<file path="config.mk">
export PLATFORM = sky130hd
export DESIGN_NAME = regfile_wb_scheduler_flat
export DESIGN_NICKNAME = d
export VERILOG_FILES = /design/src/rtl/regfile_wb_scheduler_if.sv /design/src/rtl/regfile_wb_scheduler.sv /design/src/flat_wrapper.sv
export SDC_FILE = /design/constraint.sdc
export NUM_CORES = 1
export LEC_CHECK = 0
export BUFFER_PORTS_ARGS = -buffer_cell sky130_fd_sc_hd__buf_4
export CAP_MARGIN = 15
export CORE_MARGIN = 4
export CORE_UTILIZATION = 40
export DETAILED_ROUTE_END_ITERATION = 6
export MAX_ROUTING_LAYER = met4
export PLACE_DENSITY = 0.61
export SETUP_SLACK_MARGIN = 0.15
export SYNTH_ARGS = -nofsm -noshare
export SYNTH_HDL_FRONTEND = slang
export SYNTH_SLANG_ARGS = --single-unit
</file>
<file path="constraint.sdc">
create_clock -name clock -period 8.65 [get_ports clock]
set_clock_uncertainty 0.2 [all_clocks]
set_input_delay 1.73 -clock clock [delete_from_list [all_inputs] [get_ports clock]]
set_output_delay 1.73 -clock clock [all_outputs]
set_load 0.02 [all_outputs]
</file>
<file path="src/rtl/regfile_wb_scheduler_if.sv">
// Bundle of issue, writeback and register-file commit signals for regfile_wb_scheduler.
// The scheduler connects through the slave modport; the pipeline side uses master.
interface regfile_wb_scheduler_if;
  logic        issue_valid;
  logic [4:0]  issue_rs;
  logic [4:0]  issue_rt;
  logic [4:0]  issue_dst;
  logic        issue_wr;
  logic        issue_stall;
  logic        alu_wb_valid;
  logic [4:0]  alu_wb_addr;
  logic [31:0] alu_wb_data;
  logic        mem_wb_valid;
  logic [4:0]  mem_wb_addr;
  logic [31:0] mem_wb_data;
  logic        mem_wb_ready;
  logic        rf_we;
  logic [4:0]  rf_addr;
  logic [31:0] rf_data;
  logic [31:0] busy;
  logic        overflow;

  modport master (
    output issue_valid, issue_rs, issue_rt, issue_dst, issue_wr,
    output alu_wb_valid, alu_wb_addr, alu_wb_data,
    output mem_wb_valid, mem_wb_addr, mem_wb_data,
    input  issue_stall, mem_wb_ready, rf_we, rf_addr, rf_data, busy, overflow
  );

  modport slave (
    input  issue_valid, issue_rs, issue_rt, issue_dst, issue_wr,
    input  alu_wb_valid, alu_wb_addr, alu_wb_data,
    input  mem_wb_valid, mem_wb_addr, mem_wb_data,
    output issue_stall, mem_wb_ready, rf_we, rf_addr, rf_data, busy, overflow
  );
endinterface

</file>
<file path="src/rtl/regfile_wb_scheduler.sv">
// Writeback scheduler: hazard scoreboard plus round-robin merge of a buffered ALU
// stream and a handshaked memory stream onto the single register-file write port.
module regfile_wb_scheduler #(
  parameter int FIFO_DEPTH = 4,
  parameter int ALU_SLACK  = 2
) (
  input logic                   clock,
  input logic                   reset,
  regfile_wb_scheduler_if.slave wb
);
  localparam int PTR_W = $clog2(FIFO_DEPTH);
  localparam int CNT_W = PTR_W + 1;
  localparam logic [CNT_W-1:0] FULL_LVL  = CNT_W'(FIFO_DEPTH);
  localparam logic [CNT_W-1:0] PRESS_LVL = CNT_W'(FIFO_DEPTH - 1);
  localparam logic [CNT_W-1:0] STALL_LVL = CNT_W'(FIFO_DEPTH - ALU_SLACK);

  typedef enum logic {SRC_ALU = 1'b0, SRC_MEM = 1'b1} src_e;

  logic [4:0]       fifo_addr_q [FIFO_DEPTH];
  logic [31:0]      fifo_data_q [FIFO_DEPTH];
  logic [PTR_W-1:0] wr_ptr_q, rd_ptr_q;
  logic [CNT_W-1:0] count_q, count_d;
  src_e             last_q, last_d;
  logic             rf_we_q, rf_we_d;
  logic [4:0]       rf_addr_q, rf_addr_d;
  logic [31:0]      rf_data_q, rf_data_d;
  logic [31:0]      busy_q, busy_d;
  logic             overflow_q, overflow_d;
  logic             grant_alu, grant_mem, push, stall, accept;

  // A pending register stops being a hazard in the cycle its commit is on the port.
  function automatic logic hazard(input logic [31:0] pend, input logic we,
                                  input logic [4:0] waddr, input logic [4:0] r);
    return pend[r] && !(we && (waddr == r));
  endfunction

  always_comb begin
    grant_alu = (count_q != '0) &&
                (!wb.mem_wb_valid || (count_q >= PRESS_LVL) || (last_q == SRC_MEM));
    grant_mem = wb.mem_wb_valid && !grant_alu && !reset;
    stall     = reset ||
                hazard(busy_q, rf_we_q, rf_addr_q, wb.issue_rs) ||
                hazard(busy_q, rf_we_q, rf_addr_q, wb.issue_rt) ||
                (wb.issue_wr && hazard(busy_q, rf_we_q, rf_addr_q, wb.issue_dst)) ||
                (count_q > STALL_LVL);
    accept     = wb.issue_valid && !stall;
    push       = wb.alu_wb_valid && (count_q != FULL_LVL);
    overflow_d = overflow_q || (wb.alu_wb_valid && (count_q == FULL_LVL));
    count_d    = count_q + CNT_W'(push) - CNT_W'(grant_alu);

    busy_d = busy_q;
    if (rf_we_q) busy_d[rf_addr_q] = 1'b0;
    if (accept && wb.issue_wr) busy_d[wb.issue_dst] = 1'b1;
    busy_d[0] = 1'b0;

    last_d    = last_q;
    rf_we_d   = 1'b0;
    rf_addr_d = rf_addr_q;
    rf_data_d = rf_data_q;
    if (grant_alu) begin
      last_d    = SRC_ALU;
      rf_addr_d = fifo_addr_q[rd_ptr_q];
      rf_data_d = fifo_data_q[rd_ptr_q];
      rf_we_d   = (fifo_addr_q[rd_ptr_q] != 5'd0);
    end else if (grant_mem) begin
      last_d    = SRC_MEM;
      rf_addr_d = wb.mem_wb_addr;
      rf_data_d = wb.mem_wb_data;
      rf_we_d   = (wb.mem_wb_addr != 5'd0);
    end
  end

  // Commit / control stage
  always_ff @(posedge clock or posedge reset) begin
    if (reset) begin
      wr_ptr_q   <= '0;
      rd_ptr_q   <= '0;
      count_q    <= '0;
      last_q     <= SRC_MEM;
      rf_we_q    <= 1'b0;
      rf_addr_q  <= 5'd0;
      rf_data_q  <= 32'd0;
      busy_q     <= 32'd0;
      overflow_q <= 1'b0;
    end else begin
      wr_ptr_q   <= push ? wr_ptr_q + PTR_W'(1) : wr_ptr_q;
      rd_ptr_q   <= grant_alu ? rd_ptr_q + PTR_W'(1) : rd_ptr_q;
      count_q    <= count_d;
      last_q     <= last_d;
      rf_we_q    <= rf_we_d;
      rf_addr_q  <= rf_addr_d;
      rf_data_q  <= rf_data_d;
      busy_q     <= busy_d;
      overflow_q <= overflow_d;
    end
  end

  // FIFO storage
  always_ff @(posedge clock) begin
    if (push) begin
      fifo_addr_q[wr_ptr_q] <= wb.alu_wb_addr;
      fifo_data_q[wr_ptr_q] <= wb.alu_wb_data;
    end
  end

  assign wb.issue_stall  = stall;
  assign wb.mem_wb_ready = grant_mem;
  assign wb.rf_we        = rf_we_q;
  assign wb.rf_addr      = rf_addr_q;
  assign wb.rf_data      = rf_data_q;
  assign wb.busy         = busy_q;
  assign wb.overflow     = overflow_q;
endmodule

</file>
<file path="src/flat_wrapper.sv">
// flat-port wrapper written by rule: the top's interface ports become plain ports
module regfile_wb_scheduler_flat 
#(
  parameter int FIFO_DEPTH = 4,
  parameter int ALU_SLACK  = 2
)
  (clock, reset, wb_issue_valid, wb_issue_rs, wb_issue_rt, wb_issue_dst, wb_issue_wr, wb_alu_wb_valid, wb_alu_wb_addr, wb_alu_wb_data, wb_mem_wb_valid, wb_mem_wb_addr, wb_mem_wb_data, wb_issue_stall, wb_mem_wb_ready, wb_rf_we, wb_rf_addr, wb_rf_data, wb_busy, wb_overflow);
  regfile_wb_scheduler_if wb_i ();
  input logic clock;
  input logic reset;
  input wire logic [$bits(wb_i.issue_valid)-1:0] wb_issue_valid;
  input wire logic [$bits(wb_i.issue_rs)-1:0] wb_issue_rs;
  input wire logic [$bits(wb_i.issue_rt)-1:0] wb_issue_rt;
  input wire logic [$bits(wb_i.issue_dst)-1:0] wb_issue_dst;
  input wire logic [$bits(wb_i.issue_wr)-1:0] wb_issue_wr;
  input wire logic [$bits(wb_i.alu_wb_valid)-1:0] wb_alu_wb_valid;
  input wire logic [$bits(wb_i.alu_wb_addr)-1:0] wb_alu_wb_addr;
  input wire logic [$bits(wb_i.alu_wb_data)-1:0] wb_alu_wb_data;
  input wire logic [$bits(wb_i.mem_wb_valid)-1:0] wb_mem_wb_valid;
  input wire logic [$bits(wb_i.mem_wb_addr)-1:0] wb_mem_wb_addr;
  input wire logic [$bits(wb_i.mem_wb_data)-1:0] wb_mem_wb_data;
  output wire logic [$bits(wb_i.issue_stall)-1:0] wb_issue_stall;
  output wire logic [$bits(wb_i.mem_wb_ready)-1:0] wb_mem_wb_ready;
  output wire logic [$bits(wb_i.rf_we)-1:0] wb_rf_we;
  output wire logic [$bits(wb_i.rf_addr)-1:0] wb_rf_addr;
  output wire logic [$bits(wb_i.rf_data)-1:0] wb_rf_data;
  output wire logic [$bits(wb_i.busy)-1:0] wb_busy;
  output wire logic [$bits(wb_i.overflow)-1:0] wb_overflow;
  assign wb_i.issue_valid = wb_issue_valid;
  assign wb_i.issue_rs = wb_issue_rs;
  assign wb_i.issue_rt = wb_issue_rt;
  assign wb_i.issue_dst = wb_issue_dst;
  assign wb_i.issue_wr = wb_issue_wr;
  assign wb_i.alu_wb_valid = wb_alu_wb_valid;
  assign wb_i.alu_wb_addr = wb_alu_wb_addr;
  assign wb_i.alu_wb_data = wb_alu_wb_data;
  assign wb_i.mem_wb_valid = wb_mem_wb_valid;
  assign wb_i.mem_wb_addr = wb_mem_wb_addr;
  assign wb_i.mem_wb_data = wb_mem_wb_data;
  assign wb_issue_stall = wb_i.issue_stall;
  assign wb_mem_wb_ready = wb_i.mem_wb_ready;
  assign wb_rf_we = wb_i.rf_we;
  assign wb_rf_addr = wb_i.rf_addr;
  assign wb_rf_data = wb_i.rf_data;
  assign wb_busy = wb_i.busy;
  assign wb_overflow = wb_i.overflow;
  regfile_wb_scheduler #(.FIFO_DEPTH(FIFO_DEPTH), .ALU_SLACK(ALU_SLACK)) u_core (.clock(clock), .reset(reset), .wb(wb_i));
endmodule
</file>
# Word level (Yosys, flattened, before mapping)
# Memories as Yosys holds them, arrays and structs flattened.
# Index checks and enable logic that the tools add are counted.
[word_totals] reg_bits=78 ram_bits=148 in_bits=95 word_cells=87 n_memories=2
[op_classes] n_addsub=4 magnitude_cmp=8 n_eq_ne=5 muxes=22 bitwise_logic=3 n_reduce_logical=34
[memory_table] name="u_core.fifo_data_q" words=4 word_bits=32 read_ports=1 rd_ports_with_merged_regs=0 write_ports=1 line_no="regfile_wb_scheduler.sv:20" rtl="logic [31:0] fifo_data_q [FIFO_DEPTH];"
[memory_table] name="u_core.fifo_addr_q" words=4 word_bits=5 read_ports=1 rd_ports_with_merged_regs=0 write_ports=1 line_no="regfile_wb_scheduler.sv:19" rtl="logic [4:0] fifo_addr_q [FIFO_DEPTH];"
[op_table] cell="32-bit 2-to-1 mux" count=4
[op_table] cell="32-bit bitwise AND" count=1
[op_table] cell="32-bit inverter" count=1
[op_table] cell="32-bit bitwise OR" count=1
[op_table] cell="5-bit by 6-bit less-than comparator with 1-bit output, second input constant" count=4
[op_table] cell="1-bit logical AND" count=16
[op_table] cell="1-bit binary-select mux with 5-bit select" count=3
[op_table] cell="5-bit == test" count=3
[op_table] cell="1-bit 2-to-1 mux" count=11
[op_table] cell="1-bit demux with 5-bit select" count=2
[op_table] cell="5-bit by 1-bit >= comparator with 1-bit output, second input constant" count=2
[op_table] cell="5-bit 2-to-1 mux" count=2
[op_table] cell="5-bit nonzero test" count=2
[op_table] cell="1-bit logical NOT" count=7
[op_table] cell="1-bit logical OR" count=7
[op_table] cell="2-bit by 1-bit adder with 2-bit output, second input constant" count=2
[op_table] cell="3-bit by 1-bit adder with 3-bit output" count=1
[op_table] cell="3-bit == test, second input constant" count=1
[op_table] cell="3-bit by 2-bit >= comparator with 1-bit output, second input constant" count=1
[op_table] cell="3-bit by 2-bit > comparator with 1-bit output, second input constant" count=1
[op_table] cell="3-bit inequality test, second input constant" count=1
[op_table] cell="3-bit nonzero test" count=1
[op_table] cell="3-bit by 1-bit subtractor with 3-bit output" count=1
[op_table] cell="2-bit nonzero test" count=1

# Logic depth before layout (Yosys ltp)
[depth] depth_word=12 ltp_mapped=11

# Worst setup path before layout
# OpenSTA, ideal clock, no wires.
[synth_path] kind="input to output" startpoint="input port reset" endpoint="output port wb_issue_stall" arrival_time_ps=4846 t_required_ps=6720 slack_ps=1874 path_stages=6 path_buffers=1 cell_sequence="inv_1 > o21ai_0 > a21oi_1 > nor2_2 > buf_4 > or2_1"
[synth_between] elab_chain_len=4
[synth_lines] element="from (decl)" line_no="flat_wrapper.sv:10" rtl="input logic reset;"
[synth_lines] element="1-bit logical OR" line_no="regfile_wb_scheduler.sv:41" rtl="stall = reset ||"
[synth_lines] element="1-bit logical OR" line_no="regfile_wb_scheduler.sv:42" rtl="hazard(busy_q, rf_we_q, rf_addr_q, wb.issue_rs) ||"
[synth_lines] element="1-bit logical OR" line_no="regfile_wb_scheduler.sv:43" rtl="hazard(busy_q, rf_we_q, rf_addr_q, wb.issue_rt) ||"
[synth_lines] element="1-bit logical OR" line_no="regfile_wb_scheduler.sv:44" rtl="(wb.issue_wr && hazard(busy_q, rf_we_q, rf_addr_q, wb.issue_dst)) ||"
[synth_lines] element="to (decl)" line_no="flat_wrapper.sv:22" rtl="output wire logic [$bits(wb_i.issue_stall)-1:0] wb_issue_stall;"
# No other way between the ends.

# Worst setup path in the final report
[layout_path] startpoint="input port wb_issue_rs[0]" endpoint="output port wb_issue_stall"
[layout_between] elab_chain_len=8 word_cells_on_any_way=10
[layout_lines] element="from (decl)" line_no="flat_wrapper.sv:12" rtl="input wire logic [$bits(wb_i.issue_rs)-1:0] wb_issue_rs;"
[layout_lines] element="branches (longest 3 deep; another with 1-bit binary-select mux with 5-bit select)"
[layout_lines] element="1-bit logical AND *" line_no="regfile_wb_scheduler.sv:34" rtl="return pend[r] && !(we && (waddr == r));"
[layout_lines] element="1-bit logical OR *" line_no="regfile_wb_scheduler.sv:41"
[layout_lines] element="1-bit logical OR *" line_no="regfile_wb_scheduler.sv:42"
[layout_lines] element="1-bit logical OR *" line_no="regfile_wb_scheduler.sv:43"
[layout_lines] element="1-bit logical OR *" line_no="regfile_wb_scheduler.sv:44"
# Mark *: on every way between the ends. The select of a mux whose other input is x is not followed.

==> results.py <==
metrics = {
    "status": {
        "status": "complete, no violations",
    },
    "critical_path": {
        "reg2reg_slack_ns": 5.69,
        "required_ns": 6.72,
        "criticalPathCategory": "input port to output port",
        "worstPathMaxFanout": 32,
        "crit_path_max_incr_delay_ns": 0.49,
        "crit_top_cell": "buf_4",
        "cp_num_buf_inv": 3,
        "cpLargestDelayFamily": "simple AND/OR/NAND/NOR gates",
        "start_kind": "input port",
        "worst_path_max_delay_cell": "mux4_2",
        "cp_cell_sequence": "buf_4 -> mux4_2 -> nor2b_1 -> nor4b_2 -> a31oi_1 -> a311o_1 -> buf_4 -> or2_1 -> buf_4",
        "crit_arrival_ns": 3.91,
        "cp-end-kind": "output port",
    },
    "cells_and_area": {
        "layout.nets": 943,
        "syn_to_final_growth_pct": 21.9,
        "layout-drive-gt1-share_pct": 33.9,
        "n_antenna_cell": 0,
        "utilization_pct": 49.7,
        "fillers": 2206,
        "regArea_um2": 6400,
        "multi_input_area_um2": 3590,
    },
    "clocking": {
        "cts_buffer_depth": 3,
        "clk_latency_ns": 0.51,
        "ctsResizeCount": 0,
        "hold_buffers": 0,
        "cts.sinks": 226,
        "clk_pin_slew_ns": 0.06,
        "cts_root_buf": "clkbuf_16",
        "htreeDepth": 1,
        "cts_tree": "yes",
        "cts_buffers": 25,
        "post_cts_buffers": 0,
    },
    "synthesis": {
        "synth_area_um2": 10300,
        "yosysSeqAreaShare_pct": 62.4,
        "synth_compound_area_share_pct": 9.12,
        "ys_warn_count": 0,
        "synth.area.mux_share_pct": 16.6,
        "synth_top_family_by_area": "multiplexers",
        "synth_top_area_share_pct": 43.3,
        "synth-edff-count": 148,
        "ys_ff_latch": 226,
        "synthAdderAreaFrac_pct": 1.17,
        "yosys.area.top_type": "edfxtp_1",
        "ys.flop_type": "edfxtp_1",
        "syn_nets": 793,
        "syn_area_per_cell_um2": 14.9,
        "synth_cell_type_count": 51,
        "ys_top_cells_by_area": "edfxtp_1 43%, dfrtp_1 19%, mux4_2 11%",
        "netlist_instances": 689,
        "synth_xor_xnor_area_share_pct": 1.62,
        "synth-simple-area-share_pct": 6.35,
        "async_flop_share_pct": 34.5,
    },
    "global_route": {
        "grt_usage_pct": 17.5,
        "grt_pass1_vias": 6779,
        "grt_remaining_overflow": 0,
        "grt_pass1_wl_mm": 38.3,
        "antenna_found_initial": 0,
        "grt_max_degree": 81,
    },
    "route": {
        "drc": 0,
        "wirelength_mm": 24.4,
        "vias": 6552,
        "drtPass1Iterations": 6,
        "routed_via_density": 5.52,
        "ant_nets": 0,
        "avgRoutedWirePerCell_um": 20.6,
        "drt_iter0_drc": 391,
    },
    "power": {
        "p_leak_nw": 4.79,
        "p_per_area_nw_per_um2": 353,
        "ir_drop_v": 0.000192,
    },
    "timing": {
        "drv_slew": 0,
        "max_slew_margin_pct": 30.0,
        "rsz0062_at_grt": "false",
        "fin_setup_tns_ns": 0,
        "hold_viol_final": 0,
        "fmax_mhz": 171,
        "tightestPinTransition_ns": 1.05,
        "fin_crit_sh_pct": 67.5,
        "period_needed_ns": 5.84,
        "finalSetupViolations": 0,
    },
    "floorplanning": {
        "die_w_um": 168,
        "rows": 58,
        "dieArea_um2": 28300,
        "coreArea_um2": 25200,
        "start_util_pct": 40.7,
        "dieHeight_um": 168,
        "num_io_pins": 168,
    },
    "placed_design": {
        "gp_congestion": 0.887,
        "dpl.hpwl_mm": 15.8,
        "io_buffers": 166,
    },
    "worst_hold_path": {
        "hold_path_class": "flip-flop to flip-flop",
    },
    "job": {
        "cap_violations": 0,
    },
}
## kinds of logic (layout without fill, tap and decap cells)
kind of cell    count (synthesis)  after routing
buf+inv                        63            230
mux                           107            107
fa+ha+maj                       9              9
compound gates                136            136
simple gates                  128            128
flops                         226            226
xor+xnor                       19             19
other cells                     1              1
## final timing paths
path / endpoint / cells after the start / from
setup / recovery: wb_issue_stall / 9 / wb_issue_rs[0]
hold / removal: u_core.wb.overflow / 1 / u_core.wb.overflow
setup reg to reg: u_core.wb.busy[18] / 7 / u_core.wb.rf_addr[3]
hold reg to reg: u_core.wb.overflow / 1 / u_core.wb.overflow
max in group asynchronous: u_core.rd_ptr_q[0] / 3 / reset
min in group asynchronous: u_core.wb.overflow / 2 / reset
## synth_stat cells (all sizes together) (3+ instances only)
master    n
a31oi     3
or3       4
ha        8
nand2    50
clkbuf   28
or4       3
inv      13
nand3     7
a21oi     6
xnor2     6
nand3b    9
edfxtp  148
buf      22
o21ai    87
or3b      5
nand4     4
nor4      5
nor2     20
mux4     50
and2      4
o22ai     6
o41ai    19
o31ai     7
dfrtp    77
xor2     13
nor2b     4
mux2i    55
nor3      5
## registers in the layout, summed over array words and instances, names as in the netlist
signal              count
u_core.fifo_data_q    128
u_core.rd_ptr_q         2
u_core.wb.rf_addr       5
u_core.wb.rf_we         1
u_core.wb.rf_data      32
u_core.last_q           1
u_core.wb.busy         31
u_core.count_q          3
u_core.wb.overflow      1
u_core.wr_ptr_q         2
u_core.fifo_addr_q     20
## layout by cell type (no fill, tap or decap), types with 5 or more instances in the layout
master,netlist,layout
a21oi_1,6,6
buf_4,3,173
clkbuf_1,28,7
clkbuf_16,0,25
clkinv_2,0,6
dfrtp_1,77,76
edfxtp_1,148,148
ha_1,8,8
inv_1,13,12
mux2i_1,55,55
mux4_2,50,50
nand2_1,50,49
nand3_1,7,7
nand3b_1,9,9
nor2_1,19,19
nor3_1,5,5
nor4_1,5,5
o21ai_0,35,35
o21ai_1,52,52
o22ai_1,6,6
o31ai_1,7,7
o41ai_2,17,17
xnor2_1,6,6
xor2_1,13,13
## routing by layer
| metal | up-vias | global-route usage, % | share of wire (%) |
|---|---|---|---|
| li1 | 2970 | - | - |
| met1 | 3277 | 23.2 | 42 |
| met2 | 262 | 27.6 | 47 |
| met3 | 43 | 4.20 | 8.5 |
| met4 | 0 | 4.27 | 2.0 |
| met5 | - | - | 0 |
## where the power goes
group          switching (mW)  internal [mW]
clock                   0.403          0.571
sequential              0.273           1.50
combinational           0.933          0.737
## final cells by class
class / count / area share (%)
sequential: 226 / 51.2
inverter: 13 / 0.400
timing repair buffer: 173 / 10.4
tap: 330 / 3.30
clock inverter: 11 / 0.720
clock buffer: 33 / 5.32
multi-input combinational: 400 / 28.7
## stage by stage
stage | hold WS, ns | instance area (µm²) | worst slack, ns | power, mW | cells
4_1_cts | 0.298 | 12500 | 2.81 | 4.48 | 1186
6_report | 0.297 | 12500 | 2.81 | 4.42 | 1186
3_5_place_dp | 0.273 | 11800 | 2.82 | 3.49 | 1142
3_3_place_gp | 0.272 | 11800 | 2.86 | 3.47 | 1142
2_1_floorplan | 0.276 | 10300 | 1.87 | 2.84 | 689
5_1_grt | 0.324 | 12500 | 2.68 | 4.70 | 1186
Note: power is estimated with default switching activity, not from simulation.
